### src/rtl/osc_phase_gen_pkg.sv
// Shared types for the per-voice oscillator phase path.
//   oscillator_state_t : FRONT/BACK half of the period (also used by the shapers)
//   long_percent_t     : normalized position within the current half
//   ctrl_state_t       : phase generator control FSM encoding
package osc_phase_gen_pkg;
  localparam int OSC_ACC_W   = 32;
  localparam int OSC_DUTY_W  = 8;
  localparam int OSC_PHASE_W = 32;

  typedef enum logic { FRONT = 1'b0, BACK = 1'b1 } oscillator_state_t;
  typedef logic [OSC_PHASE_W-1:0] long_percent_t;

  typedef enum logic [1:0] { S_IDLE, S_LOAD, S_DIVIDE, S_DONE } ctrl_state_t;

  localparam logic [15:0] LFSR_SEED = 16'hACE1;
endpackage

### src/rtl/osc_phase_gen_divider.sv
// phase_divider: restoring unsigned divider, q = floor(num * 2^Q_W / den).
// Requires num < den, so the quotient always fits in Q_W bits.
// Ports:
//   i_clk, i_rst_n   clock, async active-low reset
//   i_start          load num/den and begin; wins over i_abort on the same edge
//   i_abort          drop the in-flight division (no o_done)
//   i_num, i_den     N_W-bit operands
//   o_done           one-cycle pulse after the last of Q_W iteration edges
//   o_quot           quotient, valid when o_done is high
module phase_divider #(
  parameter int N_W = 33,
  parameter int Q_W = 32
) (
  input  logic           i_clk,
  input  logic           i_rst_n,
  input  logic           i_start,
  input  logic           i_abort,
  input  logic [N_W-1:0] i_num,
  input  logic [N_W-1:0] i_den,
  output logic           o_done,
  output logic [Q_W-1:0] o_quot
);
  localparam int CNT_W = $clog2(Q_W);

  logic [N_W-1:0]   r_rem, r_den;
  logic [Q_W-1:0]   r_quot;
  logic [CNT_W-1:0] r_cnt;
  logic             r_run, r_done;

  // Partial remainder stays below den, so the shifted value needs one extra bit.
  logic [N_W:0] w_shift, w_diff;
  logic         w_ge;
  assign w_shift = {r_rem, 1'b0};
  assign w_ge    = w_shift >= {1'b0, r_den};
  assign w_diff  = w_shift - {1'b0, r_den};

  always_ff @(posedge i_clk or negedge i_rst_n) begin
    if (!i_rst_n) begin
      r_rem  <= '0;
      r_den  <= '0;
      r_quot <= '0;
      r_cnt  <= '0;
      r_run  <= 1'b0;
      r_done <= 1'b0;
    end else begin
      r_done <= 1'b0;
      if (i_start) begin
        r_rem  <= i_num;
        r_den  <= i_den;
        r_quot <= '0;
        r_cnt  <= '0;
        r_run  <= 1'b1;
      end else if (i_abort) begin
        r_run <= 1'b0;
      end else if (r_run) begin
        r_rem  <= w_ge ? w_diff[N_W-1:0] : w_shift[N_W-1:0];
        r_quot <= {r_quot[Q_W-2:0], w_ge};
        if (r_cnt == CNT_W'(Q_W-1)) begin
          r_run  <= 1'b0;
          r_done <= 1'b1;
        end else begin
          r_cnt <= r_cnt + 1'b1;
        end
      end
    end
  end

  assign o_done = r_done;
  assign o_quot = r_quot;
endmodule

### src/rtl/osc_phase_gen.sv
// osc_phase_gen: per-voice phase accumulator feeding the waveform shapers.
// Each accepted sample tick advances the accumulator, then the period is split
// at the duty threshold and the position inside the current half is divided out
// to a normalized fraction. Result appears PHASE_W+2 cycles after the tick.
// Ports:
//   i_clock, i_reset_l  clock, async active-low reset
//   i_enable            voice active; low clears acc and outputs
//   i_sample_tick       one-cycle strobe per audio sample
//   i_sync              hard restart of the period (beats a same-cycle tick)
//   i_increment         phase step per tick
//   i_duty              duty threshold (top bits of the period)
//   o_state, o_phase    FRONT/BACK half and position within it
//   o_out_valid         one-cycle pulse when state/phase/wrapped update
//   o_wrapped           accumulator carried out on the producing tick
//   o_busy              division in flight
//   o_overrun           one-cycle pulse: tick arrived while busy
// Build option: OSC_PHASE_DITHER_EN adds a 16-bit LFSR whose low nibble is
// added to every accepted step.
module osc_phase_gen
  import osc_phase_gen_pkg::*;
#(
  parameter int ACC_W   = OSC_ACC_W,
  parameter int PHASE_W = $bits(long_percent_t),
  parameter int DUTY_W  = OSC_DUTY_W
) (
  input  logic              i_clock,
  input  logic              i_reset_l,
  input  logic              i_enable,
  input  logic              i_sample_tick,
  input  logic              i_sync,
  input  logic [ACC_W-1:0]  i_increment,
  input  logic [DUTY_W-1:0] i_duty,
  output oscillator_state_t o_state,
  output long_percent_t     o_phase,
  output logic              o_out_valid,
  output logic              o_wrapped,
  output logic              o_busy,
  output logic              o_overrun
);
  ctrl_state_t       r_fsm;
  logic [ACC_W-1:0]  r_acc;
  logic              r_wrap_pend;
  oscillator_state_t r_half_pend;
  oscillator_state_t r_state;
  long_percent_t     r_phase;
  logic              r_out_valid, r_wrapped, r_busy, r_overrun;

  logic [ACC_W-1:0] w_step;
  logic [ACC_W:0]   w_sum;
`ifdef OSC_PHASE_DITHER_EN
  logic [15:0] r_lfsr;
  logic        w_fb;
  assign w_fb   = r_lfsr[15] ^ r_lfsr[13] ^ r_lfsr[12] ^ r_lfsr[10];
  assign w_step = i_increment + ACC_W'(r_lfsr[3:0]);
`else
  assign w_step = i_increment;
`endif
  assign w_sum = {1'b0, r_acc} + {1'b0, w_step};

  // Anything that moves acc invalidates the division in progress.
  logic w_accept, w_abort, w_start;
  assign w_accept = i_enable && i_sample_tick && !i_sync;
  assign w_abort  = !i_enable || i_sync || w_accept;
  assign w_start  = (r_fsm == S_LOAD) && !w_abort;

  // Split the period at D; the BACK denominator needs ACC_W+1 bits (2^ACC_W when D=0).
  logic [ACC_W-1:0]  w_thr;
  logic              w_front;
  logic [ACC_W:0]    w_num, w_den;
  logic [PHASE_W-1:0] w_quot;
  logic              w_div_done;
  assign w_thr   = {i_duty, {(ACC_W-DUTY_W){1'b0}}};
  assign w_front = r_acc < w_thr;
  assign w_num   = w_front ? {1'b0, r_acc} : {1'b0, r_acc - w_thr};
  assign w_den   = w_front ? {1'b0, w_thr} : ({1'b1, {ACC_W{1'b0}}} - {1'b0, w_thr});

  phase_divider #(.N_W(ACC_W+1), .Q_W(PHASE_W)) u_div (
    .i_clk   (i_clock),
    .i_rst_n (i_reset_l),
    .i_start (w_start),
    .i_abort (w_abort),
    .i_num   (w_num),
    .i_den   (w_den),
    .o_done  (w_div_done),
    .o_quot  (w_quot)
  );

  always_ff @(posedge i_clock or negedge i_reset_l) begin
    if (!i_reset_l) begin
      r_fsm       <= S_IDLE;
      r_acc       <= '0;
      r_wrap_pend <= 1'b0;
      r_half_pend <= FRONT;
      r_state     <= FRONT;
      r_phase     <= '0;
      r_out_valid <= 1'b0;
      r_wrapped   <= 1'b0;
      r_busy      <= 1'b0;
      r_overrun   <= 1'b0;
`ifdef OSC_PHASE_DITHER_EN
      r_lfsr      <= LFSR_SEED;
`endif
    end else begin
      r_out_valid <= 1'b0;
      r_overrun   <= 1'b0;
      if (!i_enable) begin
        r_fsm     <= S_IDLE;
        r_acc     <= '0;
        r_busy    <= 1'b0;
        r_state   <= FRONT;
        r_phase   <= '0;
        r_wrapped <= 1'b0;
      end else if (i_sync) begin
        r_fsm       <= S_LOAD;
        r_acc       <= '0;
        r_wrap_pend <= 1'b0;
        r_busy      <= 1'b0;
      end else if (i_sample_tick) begin
        // Tick during a division: keep pitch, restart on the new acc.
        r_overrun   <= r_busy;
        r_fsm       <= S_LOAD;
        r_acc       <= w_sum[ACC_W-1:0];
        r_wrap_pend <= w_sum[ACC_W];
        r_busy      <= 1'b0;
`ifdef OSC_PHASE_DITHER_EN
        r_lfsr      <= {r_lfsr[14:0], w_fb};
`endif
      end else begin
        case (r_fsm)
          S_LOAD: begin
            r_half_pend <= w_front ? FRONT : BACK;
            r_busy      <= 1'b1;
            r_fsm       <= S_DIVIDE;
          end
          S_DIVIDE: if (w_div_done) begin
            r_state     <= r_half_pend;
            r_phase     <= w_quot;
            r_wrapped   <= r_wrap_pend;
            r_out_valid <= 1'b1;
            r_busy      <= 1'b0;
            r_fsm       <= S_DONE;
          end
          S_DONE:  r_fsm <= S_IDLE;
          default: r_fsm <= S_IDLE;
        endcase
      end
    end
  end

  assign o_state     = r_state;
  assign o_phase     = r_phase;
  assign o_out_valid = r_out_valid;
  assign o_wrapped   = r_wrapped;
  assign o_busy      = r_busy;
  assign o_overrun   = r_overrun;
endmodule

### config.mk
export PLATFORM = sky130hd
export DESIGN_NAME = osc_phase_gen
export DESIGN_NICKNAME = d
export VERILOG_FILES = /design/src/rtl/osc_phase_gen_pkg.sv /design/src/rtl/osc_phase_gen_divider.sv /design/src/rtl/osc_phase_gen.sv
export SDC_FILE = /design/constraint.sdc
export NUM_CORES = 1
export LEC_CHECK = 0
export ABC_AREA = 1
export CORE_ASPECT_RATIO = 1.4
export CORE_MARGIN = 2
export CORE_UTILIZATION = 50
export DETAILED_ROUTE_END_ITERATION = 10
export DONT_BUFFER_PORTS = 1
export SLEW_MARGIN = 40
export SYNTH_ARGS = -nofsm -noshare
export SYNTH_HDL_FRONTEND = slang
export SYNTH_HIERARCHICAL = 1
export SYNTH_SLANG_ARGS = --single-unit
export TNS_END_PERCENT = 100
### constraint.sdc
create_clock -name i_clock -period 3.59 [get_ports i_clock]
set_clock_uncertainty 0.2 [all_clocks]
set_input_delay 0.359 -clock i_clock [delete_from_list [all_inputs] [get_ports i_clock]]
set_output_delay 0.359 -clock i_clock [all_outputs]
set_load 0.02 [all_outputs]
# Word level (Yosys, flattened, before mapping)
# Index checks and enable logic that the tools add are counted.
[word_totals]
wordCells = 113
in_bits = 45
reg_bits = 178
[classes]
eq_ne = 12
reduce_logical = 16
addsub = 5
muxes = 60
n_lt_le_gt_ge = 2
bitwise_logic = 2
[op_table]
columns = ["op", "n"]
rows = [
  ["32-bit 2-to-1 mux", 12],
  ["33-bit 2-to-1 mux", 5],
  ["34-bit by 33-bit >= comparator with 1-bit output", 1],
  ["32-bit by 32-bit adder with 33-bit output", 1],
  ["1-bit 2-to-1 mux", 33],
  ["33-bit by 32-bit subtractor with 33-bit output (first input constant)", 1],
  ["33-bit subtractor", 1],
  ["32-bit less-than comparator", 1],
  ["32-bit subtractor", 1],
  ["5-bit 2-to-1 mux", 4],
  ["2-bit 2-to-1 mux", 4],
  ["2-bit by 1-bit != test with 1-bit output (second input constant)", 4],
  ["4-bit AND reduction", 2],
  ["2-bit AND reduction", 3],
  ["5-bit by 1-bit adder with 5-bit output (second input constant)", 1],
  ["5-bit == test (second input constant)", 1],
  ["5-bit by 1-bit != test with 1-bit output (second input constant)", 1],
  ["5-bit by 4-bit != test with 1-bit output (second input constant)", 1],
  ["2-bit != test (second input constant)", 2],
  ["2-bit one-hot mux with 2 select lines", 1],
  ["2-bit nonzero test", 2],
  ["1-bit logical AND", 3],
  ["1-bit logical NOT", 3],
  ["3-bit by 1-bit != test with 1-bit output (second input constant)", 1],
  ["other kinds (6)", 8],
]

# Longest topological paths before layout
[depth]
ltp_word = 7
ltp_mapped = 17

# Cells and area by module
# The synthesis kept the hierarchy.
[by_module_without_submodules]
columns = ["mod", "area_each_um2", "seq_area_each_um2", "cells_per_inst", "n_inst"]
rows = [
  ["phase_divider", 6916.6, 2627.5, 991, 1],
  ["osc_phase_gen", 5864.4, 1826.8, 914, 1],
]

# Worst setup path before layout
# Ideal clock, no wire load.
[synth_path]
kind = "flip-flop to flip-flop"
from = "register r_acc[24]"
to = "register u_div.r_rem[27]"
required_time_ns = 3.274
path_stages_with_launch = 16
path_slack_ns = 1.266
arrival_time_ns = 2.007
period_less_slack_ns = 2.324
path_cell_list = "dfrtp_1 -> inv_1 -> ha_1 -> fa_1 -> nand3b_1 -> nand2_2 -> nand4_2 -> nand2_4 -> inv_4 -> buf_6 -> nand2_1 -> o21ai_1 -> nor2_1 -> nor2_1 -> nand2_1 -> nand2_1"
[synth_between]
elab_chain_len = 3
[synth_lines]
columns = ["item", "line", "source"]
rows = [
  ["start: declaration", "osc_phase_gen.sv:41", "logic [ACC_W-1:0] r_acc;"],
  ["start signal: assignment", "osc_phase_gen.sv:122", "r_acc <= w_sum[ACC_W-1:0];"],
  ["32-bit subtractor or 32-bit less-than comparator (tied branches)", "osc_phase_gen.sv:74, osc_phase_gen.sv:73", ""],
  ["32-bit 2-to-1 mux (*)", "osc_phase_gen.sv:74", "assign w_num = w_front ? {1'b0, r_acc} : {1'b0, r_acc - w_thr};"],
  ["net w_num[27]", "osc_phase_gen.sv:69", "logic [ACC_W:0] w_num, w_den;"],
  ["33-bit 2-to-1 mux (*)", "osc_phase_gen_divider.sv:47", "if (i_start) begin"],
  ["end signal: assignment", "osc_phase_gen_divider.sv:48", "r_rem <= i_num;"],
  ["end signal: assignment", "osc_phase_gen_divider.sv:56", "r_rem <= w_ge ? w_diff[N_W-1:0] : w_shift[N_W-1:0];"],
  ["end: declaration", "osc_phase_gen_divider.sv:25", "logic [N_W-1:0] r_rem, r_den;"],
]
# The timed path passes the listed nets; every way through them passes the cells marked *.
# A chain may end at the register's enable or synchronous reset.

# Worst setup path after layout
[layout_path]
from = "register r_acc[24]"
to = "register u_div.r_den[32]"
[layout_between]
elab_chain_len = 2
[layout_lines]
columns = ["item", "line", "source"]
rows = [
  ["32-bit less-than comparator", "osc_phase_gen.sv:73", "assign w_front = r_acc < w_thr;"],
  ["33-bit 2-to-1 mux", "osc_phase_gen.sv:75", "assign w_den = w_front ? {1'b0, w_thr} : ({1'b1, {ACC_W{1'b0}}} - {1'b0, w_thr});"],
  ["net w_den[32]", "osc_phase_gen.sv:69", ""],
  ["end signal: assignment", "osc_phase_gen_divider.sv:49", "r_den <= i_den;"],
  ["end: declaration", "osc_phase_gen_divider.sv:25", ""],
]
# The timed path passes the listed nets, and every way through them passes these cells.

==> flow_summary.yaml <==
run_status:
  status: "finished with violations"
  violations: "hold timing"
synthesis:
  ys_seq_area_frac: 0.3485
  synth.yosys.warnings: 6
  synth-edff-count: 0
  synthCells: 1905
  synthTopCellsByCount: "nand2_1 (659), inv_1 (319), dfrtp_1 (178)"
  synth-simple-area-share: 0.3296
  synth_cell_types: 49
  synth_area_leaders: "dfrtp_1 (35%), nand2_1 (19%), inv_1 (9.4%)"
  synth_xor_area_frac: 0.01713
  syn_area_per_cell_um2: 6.709
  ys_ff_latch: 178
  synth_mux_area_frac: 0
  synth_top_family_by_area: "simple AND/OR/NAND/NOR gates"
  synth_top_area_share: 0.3485
  synth_compound_area_frac: 0.1111
  synth-main-ff-cell: "dfrtp_1"
  yosysMostFrequentCell: "nand2_1"
  async_flop_share: 1.000
  synth_area_mm2: 0.01278
  synth_top_area_cell: "dfrtp_1"
  synth-adder-area-share: 0.08106
power_and_ir_drop:
  switchingPower_mw: 3.046
  power_leakage_nw: 7.707
  switching_share: 0.4141
  internal_power_mw: 4.310
  power_density_mw_per_mm2: 533.1
  sequentialPowerShare: 0.333
  vdd_drop_max_mv: 0.3760
  pwr-share-comb: 0.415
  clkPwrFrac: 0.253
cts:
  ctsHoldBuffers: 9
  clk_path_buf_depth: 2
  numCtsBuffers: 17
  cts_resized: 0
  cts_tree: "done"
  cts_setup_buffers: 0
  cts.htree.levels: 4
  clock_latency_ns: 0.45
  cts_root_buf: "clkbuf_16"
  cts_num_sinks: 178
  clk_pin_slew_ns: 0.07
floorplanning:
  rows: 69
  start_util: 0.5053
  core_mm2: 0.02530
  dieArea_mm2: 0.02688
  die_w_um: 139.1
  dieHeight_um: 193.2
  io_pins: 82
cells_and_area:
  final_util: 0.5455
  insertedDiodeCount: 0
  final.fill_count: 2608
  drive_gt1_frac: 0.04755
  area_delta_synth_final_pct: 7.969
  final_nets: 2048
  final_cells: 2254
global_routing:
  overflow: 0
  antenna_found_initial: 0
  grt_pass1_wl_um: 57940
  grt_pass1_vias: 11746
  groute.usage.overall: 0.2723
  grt_max_degree: 179
routing:
  drtAntennaViolNets: 0
  drc: 0
  post_drt_wl_per_cell_um: 15.81
  num_vias: 11591
  dr.first_iter.drc_count: 492
  first_pass_iters: 5
  drt-total-wl_um: 35630
  routed_via_density: 5.142
sta:
  worst_slew_pin_slew_ns: 0.6768
  rsz0062_at_grt: "no"
  slew_violations: 0
  fin_tns_setup_ns: 0
  setup_viol: 0
  relSlewSlack: 0.5483
  period_needed_ns: 2.983
  hold_ws_ns: -0.5903
  fmax_ghz: 0.3353
  timing.final.crit_share: 0.8308
  final_hold_viol_count: 178
critical_path:
  end_kind: "flop"
  reg2reg_to: "u_div/r_den[32]"
  r2r.worst_path.cells: 12
  cp_max_fo: 17
  r2r-start: "r_acc[24]"
  critical_path_required_ns: 3.75
  critPathLaunchType: "flop"
  critPathKind: "flop to flop"
  cp_data_arrival_time_ns: 3.14
  r2r_slack_ns: 0.61
placed_design:
  dp.cells: 2213
  hpwl_um: 27680
  gp_congestion: 0.9572
  portBuffers: 0
job:
  cap_violations: 0
min_path:
  hold_class: "input pin to asynchronous set/reset pin"
-- cells by family after synthesis --
family          after synthesis
buf+inv                     368
compound gates              246
flops                       178
xor+xnor                     25
fa+ha+maj                    81
simple gates               1006
other cells                   1
-- critical path: stages, from the launching register on --
cell and delay [ns]:
dfrtp_1 0.41, inv_1 0.06, ha_1 0.21, fa_1 0.40, nand3b_1 0.18, nand2_2 0.11
nand4_2 0.10, nand2_4 0.17, inv_4 0.12, nor4_2 0.19, dlygate4sd3_1 0.60, nand2_1 0.06
o21ai_0 0.09
-- per-stage QoR --
step                cell area (um2)  total power, mW  setup slack, ns
detailed placement            13120            5.484           0.7172
CTS                           13800            7.389           0.6212
global placement              13120            5.472           0.7132
finish                        13800            7.356           0.6073
floorplan                     12870            4.777            1.266
global route                  13800            7.914           0.4003
-- per-layer routing --
layer	share of wire	GRT usage	routed length (um)	vias up
met5	0	0	0	-
met3	0.027	0.02741	945	63
met1	0.42	0.3092	15060	5299
met4	0.038	0.1270	1357	0
met2	0.51	0.5148	18260	209
li1	-	-	-	6020
-- worst max path at each step --
| stage | start | to | slack [ns] |
|---|---|---|---|
| 2_1_floorplan | r_acc[24] | u_div/r_rem[27] | 1.27 |
| 3_3_place_gp | u_div/r_rem[26] | u_div/r_rem[25] | 0.71 |
| 3_5_place_dp | u_div/r_rem[31] | u_div/r_rem[32] | 0.72 |
| 4_1_cts | r_acc[24] | u_div/r_den[32] | 0.62 |
| 5_1_grt | r_acc[24] | u_div/r_den[32] | 0.40 |
| 6_report | r_acc[24] | u_div/r_den[32] | 0.61 |
-- power groups by stage --
stage	Combinational [mW]	Clock (mW)	Sequential (mW)
floorplan	2.36	0	2.42
global placement	3.00	0	2.47
detailed placement	3.01	0	2.48
CTS	3.04	1.90	2.45
global route	3.45	1.98	2.48
finish	3.05	1.86	2.45
-- flip-flops by register name (all words and copies together) (netlist names), 2 cells and up --
| register | count |
|---|---|
| o_phase | 32 |
| r_acc | 32 |
| r_fsm | 2 |
| u_div/o_quot | 32 |
| u_div/r_cnt | 5 |
| u_div/r_den | 33 |
| u_div/r_rem | 33 |
-- cell usage in the layout, fill, tap and decap left out, types with 8 or more instances in the layout --
cell type / n
a21oi_1: 72
a22o_1: 12
buf_4: 9
clkbuf_16: 17
conb_1: 25
dfrtp_1: 178
dlygate4sd3_1: 8
ha_1: 78
inv_1: 317
nand2_1: 659
nand2_2: 17
nand3_1: 155
nand4_1: 10
nor2_1: 117
nor2_2: 10
nor3_1: 14
o21ai_0: 78
o21ai_1: 19
o21bai_1: 13
o22ai_1: 31
xnor2_1: 13
xor2_1: 12
-- area by class of cell --
type,instances,area (um2),share of cell area
Multi-Input combinational cell,1383,6982,0.5059
Tap cell,319,399.1,0.02892
Timing Repair Buffer,18,167.7,0.01215
Clock buffer,20,456.7,0.03309
Inverter,324,1219,0.08831
Clock inverter,12,121.4,0.008795
Sequential cell,178,4454,0.3228
(Power assumes the default switching activity.)
